## config.mk

```make
export PLATFORM = sky130hd
export DESIGN_NAME = load_use_scoreboard
export DESIGN_NICKNAME = d
export VERILOG_FILES = /design/src/rtl/load_use_scoreboard.sv
export SDC_FILE = /design/constraint.sdc
export NUM_CORES = 1
export LEC_CHECK = 0
export ABC_AREA = 1
export CORE_MARGIN = 2
export CORE_UTILIZATION = 55
export DETAILED_ROUTE_END_ITERATION = 10
export HOLD_SLACK_MARGIN = 0.08
export PLACE_DENSITY = 0.86
export SLEW_MARGIN = 20
export SYNTH_ARGS = -nofsm -noshare
export SYNTH_HDL_FRONTEND = slang
export SYNTH_SLANG_ARGS = --single-unit
```

## constraint.sdc

```tcl
create_clock -name CLK -period 3.8 [get_ports CLK]
set_input_delay 0.76 -clock CLK [delete_from_list [all_inputs] [get_ports CLK]]
set_output_delay 0.76 -clock CLK [all_outputs]
set_load 0.02 [all_outputs]
```

## src/rtl/load_use_scoreboard.sv

```systemverilog
// Load-use hazard scoreboard: one countdown per architectural register tracks
// how long an issued load's result is unforwardable, and stalls decode on use.
module load_use_scoreboard #(
    parameter int NREGS      = 32,
    parameter int REGW       = 5,
    parameter int LOAD_DELAY = 1
) (
    input  logic            CLK,
    input  logic            RST,
    input  logic            id_valid,
    input  logic [REGW-1:0] id_rs,
    input  logic [REGW-1:0] id_rt,
    input  logic            id_uses_rs,
    input  logic            id_uses_rt,
    input  logic            id_wen,
    input  logic [REGW-1:0] id_wsel,
    input  logic            id_is_load,
    input  logic            freeze,
    output logic            stall,
    output logic            pc_en,
    output logic            ifid_en,
    output logic            idex_nop,
    output logic            load_pending
);

    localparam int CW = $clog2(LOAD_DELAY + 1);

    logic [NREGS-1:0][CW-1:0] cnt;
    logic [NREGS-1:0][CW-1:0] cnt_nxt;
    logic                     rs_busy;
    logic                     rt_busy;
    logic                     issue;

    // Hazard is judged against the counters as they stand before this edge,
    // so a load that reads its own destination never stalls on itself.
    assign rs_busy  = id_uses_rs && (cnt[id_rs] != '0);
    assign rt_busy  = id_uses_rt && (cnt[id_rt] != '0);
    assign stall    = id_valid && (rs_busy || rt_busy);
    assign pc_en    = !stall && !freeze;
    assign ifid_en  = !stall && !freeze;
    assign idex_nop = stall && !freeze;
    assign issue    = id_valid && !stall && !freeze;

    always_comb begin
        cnt_nxt    = cnt;
        cnt_nxt[0] = '0;
        for (int r = 1; r < NREGS; r++) begin
            if (freeze) begin
                cnt_nxt[r] = cnt[r];
            end else if (issue && id_wen && (id_wsel == REGW'(r))) begin
                // A younger non-load write supersedes the pending load result.
                cnt_nxt[r] = id_is_load ? CW'(LOAD_DELAY) : '0;
            end else if (cnt[r] != '0) begin
                cnt_nxt[r] = cnt[r] - CW'(1);
            end
        end
    end

    always_ff @(posedge CLK) begin
        if (RST) begin
            cnt          <= '0;
            load_pending <= 1'b0;
        end else begin
            cnt          <= cnt_nxt;
            load_pending <= |cnt_nxt;
        end
    end

endmodule
```

==> Word-level counts from Yosys, hierarchy flattened <==
Cells that the tools add are included.
{ "word_totals": {"regBits": 33, "output_inout_bits": 5, "elab_cells": 238} }
{ "classes": {"addsub": 31, "magnitude_cmp": 2, "n_eq_ne": 31, "muxes": 98, "n_reduce_logical": 43} }
{ "op_table": {"columns": ["operator", "count"], "rows": [
  ["$mux 1", 96],
  ["$eq 5x5->1 const B", 16],
  ["$eq 5x4->1 const B", 8],
  ["$logic_and 1x1->1", 39],
  ["$reduce_or 31->1", 1],
  ["$sub 1x1->1 const B", 31],
  ["$eq 5x3->1 const B", 4],
  ["$lt 5x6->1 const B", 2],
  ["$bmux 1 s5", 2],
  ["$eq 5x2->1 const B", 2],
  ["$eq 5x1->1 const B", 1],
  ["$logic_not 1->1", 2],
  ["$logic_or 1x1->1", 1]
]} }

==> Logic depth before layout (Yosys ltp) <==
Gate-level depths: netlist of the first run.
{ "depth": {"ltp_word": 13, "mapped_depth": 17, "depth_no_buf": 16} }

==> Least setup slack after synthesis of the first run <==
Ideal clock, no wire load.
{ "synth_timing": {"path_kind": "input-to-output", "startpoint": "in id_rt[0]", "endpoint": "out pc_en", "arrival_ns": 2.430, "required_time_ns": 3.040, "slack_ns": 0.610, "stages": 14, "n_path_buf": 4, "path_cell_list": "buf_6 > buf_6 > nand2_1 > nand3_1 > nand3_1 > nand3_2 > nand3_2 > nand3_4 > buf_6 > nand2_1 > inv_1 > nor2_1 > nor2_1 > buf_4"} }
{ "synth_via": {"elab_chain_len": 7} }
{ "synth_lines": {"columns": ["item", "line", "rtl"], "rows": [
  ["start, declared", "12", "input logic [REGW-1:0] id_rt,"],
  ["$bmux 1 s5", "37", "assign rt_busy = id_uses_rt && (cnt[id_rt] != '0);"],
  ["$mux 1 (implied by the code)", "37", null],
  ["$logic_and 1x1->1", "37", null],
  ["$logic_or 1x1->1", "38", "assign stall = id_valid && (rs_busy || rt_busy);"],
  ["$logic_and 1x1->1", "38", null],
  ["net stall", "19", "output logic stall,"],
  ["$logic_not 1->1", null, null],
  ["$logic_and 1x1->1", null, null],
  ["end, declared", "20", "output logic pc_en,"]
]} }
The timed path passes the listed nets, and every way through them passes these cells. The select of a mux whose other input is x is not followed.

==> Worst setup path after layout of the first run <==
{ "layout_timing": {"startpoint": "in id_rt[0]", "endpoint": "out idex_nop"} }
{ "layout_via": {"elab_chain_len": 6} }
{ "layout_lines": {"columns": ["item", "line", "rtl"], "rows": [
  ["$bmux 1 s5", "37", null],
  ["$mux 1 (implied by the code)", "37", null],
  ["$logic_and 1x1->1", "37", null],
  ["$logic_or 1x1->1", "38", null],
  ["$logic_and 1x1->1", "38", null],
  ["$logic_and 1x1->1", "41", "assign idex_nop = stall && !freeze;"],
  ["end, declared", "22", "output logic idex_nop,"]
]} }
No other way between the ends. The select of a mux whose other input is x is not followed.

==> impl_metrics.csv, run 1 <==
group,metric,value,unit
run_status,run_status,"complete, no violations",
sta,post-route-period-util,95.9,%
route,wl_met2,2950,µm
clock_tree,h-tree-depth,2,
grt,grt_pass1_wl,11200,µm
floorplan,initial_core_util,56.5,%
clock_tree,tritoncts,"done",
route,antenna_left,0,
sta,slew_headroom,75.5,%
floorplan,rows,25,
route,wl,6490,µm
route,via_per_inst,5.39,
synth,synthCells,441,
power_and_ir_drop,power_density,257,nW/µm²
synth,synth_seq_cells,32,
route,wire_per_inst,12.5,µm
cells_and_area,drive_gt1_share,9.46,%
grt,grt_pass1_vias,2558,
grt,track_usage,26.6,%
sta,setup_viol,0,
sta,slew_violations,0,
synth,synth_top_area_share,24.3,%
clock_tree,cts-root-buf,"clkbuf_8",
sta,period_needed,3.64,ns
clock_tree,cts-buffers-inserted,5,
placement,dpl.cell_count,511,
cells_and_area,syn_to_final_growth,14.2,%
critical_path,worst_ep_required_time,3.04,ns
cells_and_area,final_cell_mix,"127 x nand2_1, 65 x nor2_1, 58 x inv_1",
synth,ys_top_cells_by_area,"dfxtp_1 24%, nand2_1 18%, nor2_1 9.3%",
synth,avgSynthCellArea,5.97,µm²
grt,grt_overflow,0,
route,drc,0,
floorplan,die_w,73.2,µm
route,highest_layer,"met4",
sta,skew,0.00434,ns
synth,ys_warn_count,0,
placement,dp_hpwl,5090,µm
clock_tree,cts_max_path_buffers,2,
power_and_ir_drop,ir_worst_vdd,158,µV
floorplan,ioPinCount,28,
clock_tree,clk_latency,0.29,ns
synth,ys_types,28,
placement,placed_cell_area,2910,µm²
grt,grt_max_degree,32,
cells_and_area,stdcell_count,519,
synth,yosysTopAreaCell,"dfxtp_1",
cells_and_area,n_antenna_cell,0,
cells_and_area,mostFrequentLayoutCell,"nand2_1",
sta,worst-slew-pin-transition,0.365,ns
critical_path,crit_type,"in -> out",
route,num_vias,2797,
critical_path,endpoint_kind,"output port",
critical_path,cp_max_fo,19,
floorplan,fp.dieH,73.2,µm
cells_and_area,fin_nets,487,
cells_and_area,fin_area,3010,µm²
synth,yosysSeqAreaShare,24.3,%
min_path,hold_class,"reg -> reg",
route,drt_iter0_drc,212,
grt,antenna_found_initial,0,
clock_tree,cts_sinks,32,
sta,final_hold_viol_count,0,
route,drtPass1Iterations,4,
placement,portBuffers,27,
critical_path,critPathLaunchType,"primary input",
route,wl_met1,2940,µm
clock_tree,cts.reportedPaths.clkPinSlew,0.07,ns
synth,syn_nets,464,
power_and_ir_drop,leakagePower,0.00161,µW
placement,place_congestion,0.955,
floorplan,coreArea,4660,µm²
critical_path,cp.arrival,2.88,ns
floorplan,die-area,5360,µm²
flow_run,maxCapViolations,0,
route,wl_met3,432,µm
synth,synth_area,2630,µm²
sta,clock.fmax,275,MHz
-- flip-flops by register name, summed over array words and instances (netlist names) --
| register | count |
|---|---|
| cnt | 31 |
| load_pending | 1 |
-- path summary, 6_finish.rpt --
| check | endpoint | slack (ns) | cells past startpoint | startpoint |
|---|---|---|---|---|
| max | idex_nop | 0.16 | 13 | id_rt[0] |
| min | cnt[19] | 0.49 | 2 | cnt[19] |
| max reg2reg | load_pending | 1.65 | 16 | cnt[23] |
| min reg2reg | cnt[19] | 0.49 | 2 | cnt[19] |
-- synthesized netlist by cell type --
library cell,instances
a21oi_1,25
a31oi_1,1
and2_1,2
buf_1,1
buf_2,2
buf_4,3
buf_6,8
clkbuf_1,6
clkbuf_8,1
clkinv_1,1
dfxtp_1,32
inv_1,59
inv_2,3
nand2_1,127
nand3_1,44
nand3_2,6
nand3_4,2
nand4_1,14
nand4_2,12
nor2_1,65
nor3_1,11
nor3_4,1
nor3b_4,1
o211ai_1,4
o21a_1,1
o21ai_0,1
o21ai_1,7
o21bai_1,1
-- cell type report --
| cell class | count | area [µm²] |
|---|---|---|
| multi-input cells | 325 | 1590 |
| inverters | 63 | 236 |
| fillers | 419 | 1660 |
| clock inverters | 2 | 10.0 |
| repair buffers | 37 | 375 |
| flip-flops and latches | 32 | 641 |
| clock buffers | 6 | 82.6 |
| well taps | 54 | 67.6 |
-- worst max-delay path, cell delays in order --
cell             delay, ns
clkdlybuf4s50_1       0.54
buf_12                0.16
nand2_1               0.06
nor2_1                0.09
nor2_1                0.04
nand2_1               0.06
nand3_1               0.08
nand3_2               0.10
nand3_4               0.08
nand2_1               0.09
inv_1                 0.06
nor3_1                0.12
clkdlybuf4s50_1       0.62
-- metal layers --
layer	vias up	GRT usage [%]
met5	-	0
met2	96	42.7
li1	1462	-
met3	12	3.59
met4	0	10.7
met1	1227	35.9
-- stage by stage --
stage               total power [µW]  setup WS [ns]  util (%)   TNS (ns)  hold slack [ns]
global placement                 505          0.100      62.4          0            0.469
global route                     809      -0.000391      64.5  -0.000391            0.518
floorplan                        457          0.610         -          0            0.459
CTS                              776         0.0331      64.4          0            0.488
finish                           771          0.157      64.5          0            0.486
detailed placement               507         0.0602      62.4          0            0.476
-- where the power goes --
group,switching (µW),internal (µW)
sequential,0.171,336
combinational,102,63.8
clock,125,144
total,227,544
-- kinds of logic after synthesis --
logic type	count (synthesis)	share of synthesized area, %
AOI/OAI and AO/OA	40	8.22
buffers and inverters	84	15.2
DFF	32	24.3
and+or+nand+nor	285	52.3
-- timing repair --
item                                    in CTS  in global routing
resized for setup                            0                  3
setup buffers                                0                  0
endpoints found under the setup margin       0                  4
hold buffers                                 0                  0
Note: power is estimated with default switching activity, not from simulation.
==> inputs of run 2 (changes only) <==
CORE_UTILIZATION = 50   (was 55)
PLACE_DENSITY = 0.74   (was 0.86)
==> impl_metrics.csv, run 2 (same netlist as run 1, synthesis figures left out) <==
group,metric,value,unit
grt,grtUsageMet2,40.0,%
clock_tree,cts-root-buf,"clkbuf_8",
grt,antenna_found_initial,0,
power_and_ir_drop,leakagePower,0.00165,µW
floorplan,coreArea,5110,µm²
sta,skew,0.00287,ns
route,drc,0,
cells_and_area,final_cell_mix,"127 x nand2_1, 65 x nor2_1, 58 x inv_1",
clock_tree,h-tree-depth,2,
cells_and_area,seqCellArea,641,µm²
route,num_vias,2850,
sta,slew_violations,0,
clock_tree,tritoncts,"done",
placement,dp_hpwl,5340,µm
cells_and_area,mostFrequentLayoutCell,"nand2_1",
floorplan,die-area,5860,µm²
sta,finalSetupTns,0,ns
sta,final_hold_viol_count,0,
clock_tree,cts.reportedPaths.clkPinSlew,0.07,ns
cells_and_area,fin_nets,486,
route,drtPass1Iterations,5,
run_status,run_status,"complete, no violations",
sta,period_needed,3.32,ns
grt,grt-busiest-layer,"met2",
power_and_ir_drop,power_density,271,nW/µm²
sta,slew_headroom,62.6,%
grt,track_usage,24.5,%
power_and_ir_drop,swShare,28.1,%
power_and_ir_drop,power.internal,593,µW
min_path,hold_depth,2,
floorplan,die_w,76.6,µm
placement,portBuffers,27,
grt,grt_pass1_vias,2460,
critical_path,cp.arrival,2.56,ns
floorplan,ioPinCount,28,
power_and_ir_drop,p_clk_share,38.9,%
critical_path,worst_ep_required_time,3.04,ns
route,drt_iter0_drc,151,
route,via_per_inst,5.34,
critical_path,endpoint_kind,"output port",
cells_and_area,fill_cells,534,
critical_path,cp_max_fo,22,
clock_tree,cts.repair.resized,0,
sta,setup_viol,0,
grt,met1_usage,32.7,%
power_and_ir_drop,seq_power_share,40.7,%
placement,place_congestion,0.909,
floorplan,initial_core_util,51.5,%
cells_and_area,fin_area,3040,µm²
clock_tree,cts_max_path_buffers,2,
cells_and_area,regMostFlops,"cnt",
sta,clock.fmax,301,MHz
cells_and_area,drive_gt1_share,9.05,%
clock_tree,cts_sinks,32,
sta,post-route-period-util,87.3,%
route,wire_per_inst,13.3,µm
grt,grt_overflow,0,
placement,placed_cell_area,2920,µm²
clock_tree,hold_buffers,0,
grt,use_met3,3.20,%
grt,grt_pass1_wl,11600,µm
sta,worst-slew-pin-transition,0.559,ns
min_path,hold_class,"reg -> reg",
cells_and_area,largestRegisters,"cnt x31, load_pending x1",
placement,dpl.cell_count,526,
sta,rsz0062_at_grt,"false",
flow_run,maxCapViolations,0,
route,antenna_left,0,
power_and_ir_drop,switchingPower,231,µW
cells_and_area,n_antenna_cell,0,
grt,grt_max_degree,32,
clock_tree,cts_setup_buffers,0,
clock_tree,clk_latency,0.28,ns
power_and_ir_drop,power,824,µW
floorplan,fp.dieH,76.6,µm
power_and_ir_drop,pwr-share-comb,20.4,%
cells_and_area,multi_input_area,1590,µm²
clock_tree,cts-buffers-inserted,5,
route,wl,7080,µm
cells_and_area,stdcell_count,534,
critical_path,worst_r2r_path_depth,16,
cells_and_area,largest_register_ffs,31,
cells_and_area,syn_to_final_growth,15.4,%
cells_and_area,final_util,59.5,%
power_and_ir_drop,ir_worst_vdd,163,µV
floorplan,rows,26,
critical_path,crit_type,"in -> out",
critical_path,critPathLaunchType,"primary input",
run 2: power groups by stage:
stage               logic [µW]  clock network (µW)  registers, µW
floorplan                  113                   0            344
global placement           165                   0            343
detailed placement         167                   0            343
CTS                        168                 329            336
global route               184                 342            336
finish                     168                 320            336
run 2: layout make-up:
cell class	instances	area share, %
clock buffer	6	2.39
clock inverter	2	1.15
inverter	63	7.78
multi-input combinational	325	52.4
sequential	32	21.1
tap	70	2.88
timing repair buffer	36	12.3
run 2: layer usage:
layer	vias to the layer above	routed length (µm)
met1	1265	3210
met3	12	457
met4	0	164
met2	120	3250
met5	-	0
li1	1453	-
run 2: final timing paths:
path,start,slack [ns],end
setup / recovery,id_rs[0],0.48,ifid_en
hold / removal,cnt[16],0.49,cnt[16]
setup reg to reg,cnt[23],1.67,load_pending
hold reg to reg,cnt[16],0.49,cnt[16]
run 2: stage by stage:
step	hold slack (ns)	setup WS, ns
floorplan	0.459	0.610
global placement	0.470	0.0688
detailed placement	0.479	0.0190
CTS	0.488	0.00268
global route	0.526	0.251
finish	0.489	0.483
run 2: critical path, cell delays in order:
cell and delay, ns:
clkdlybuf4s50_1 0.54, buf_12 0.17, nand2_1 0.06, nand3_1 0.08
nand2_1 0.06, nand2_1 0.06, nand3_1 0.10, nand3_2 0.10
nand3_4 0.07, nand2_1 0.08, inv_1 0.06, nor2_1 0.11
nor2_1 0.06, dlymetal6s2s_1 0.23
==> inputs of run 3 (changes only) <==
SLEW_MARGIN = unset   (was 20)
==> results of run 3 <==
No change in the layout: final DEF, timing and power equal those of run 2.
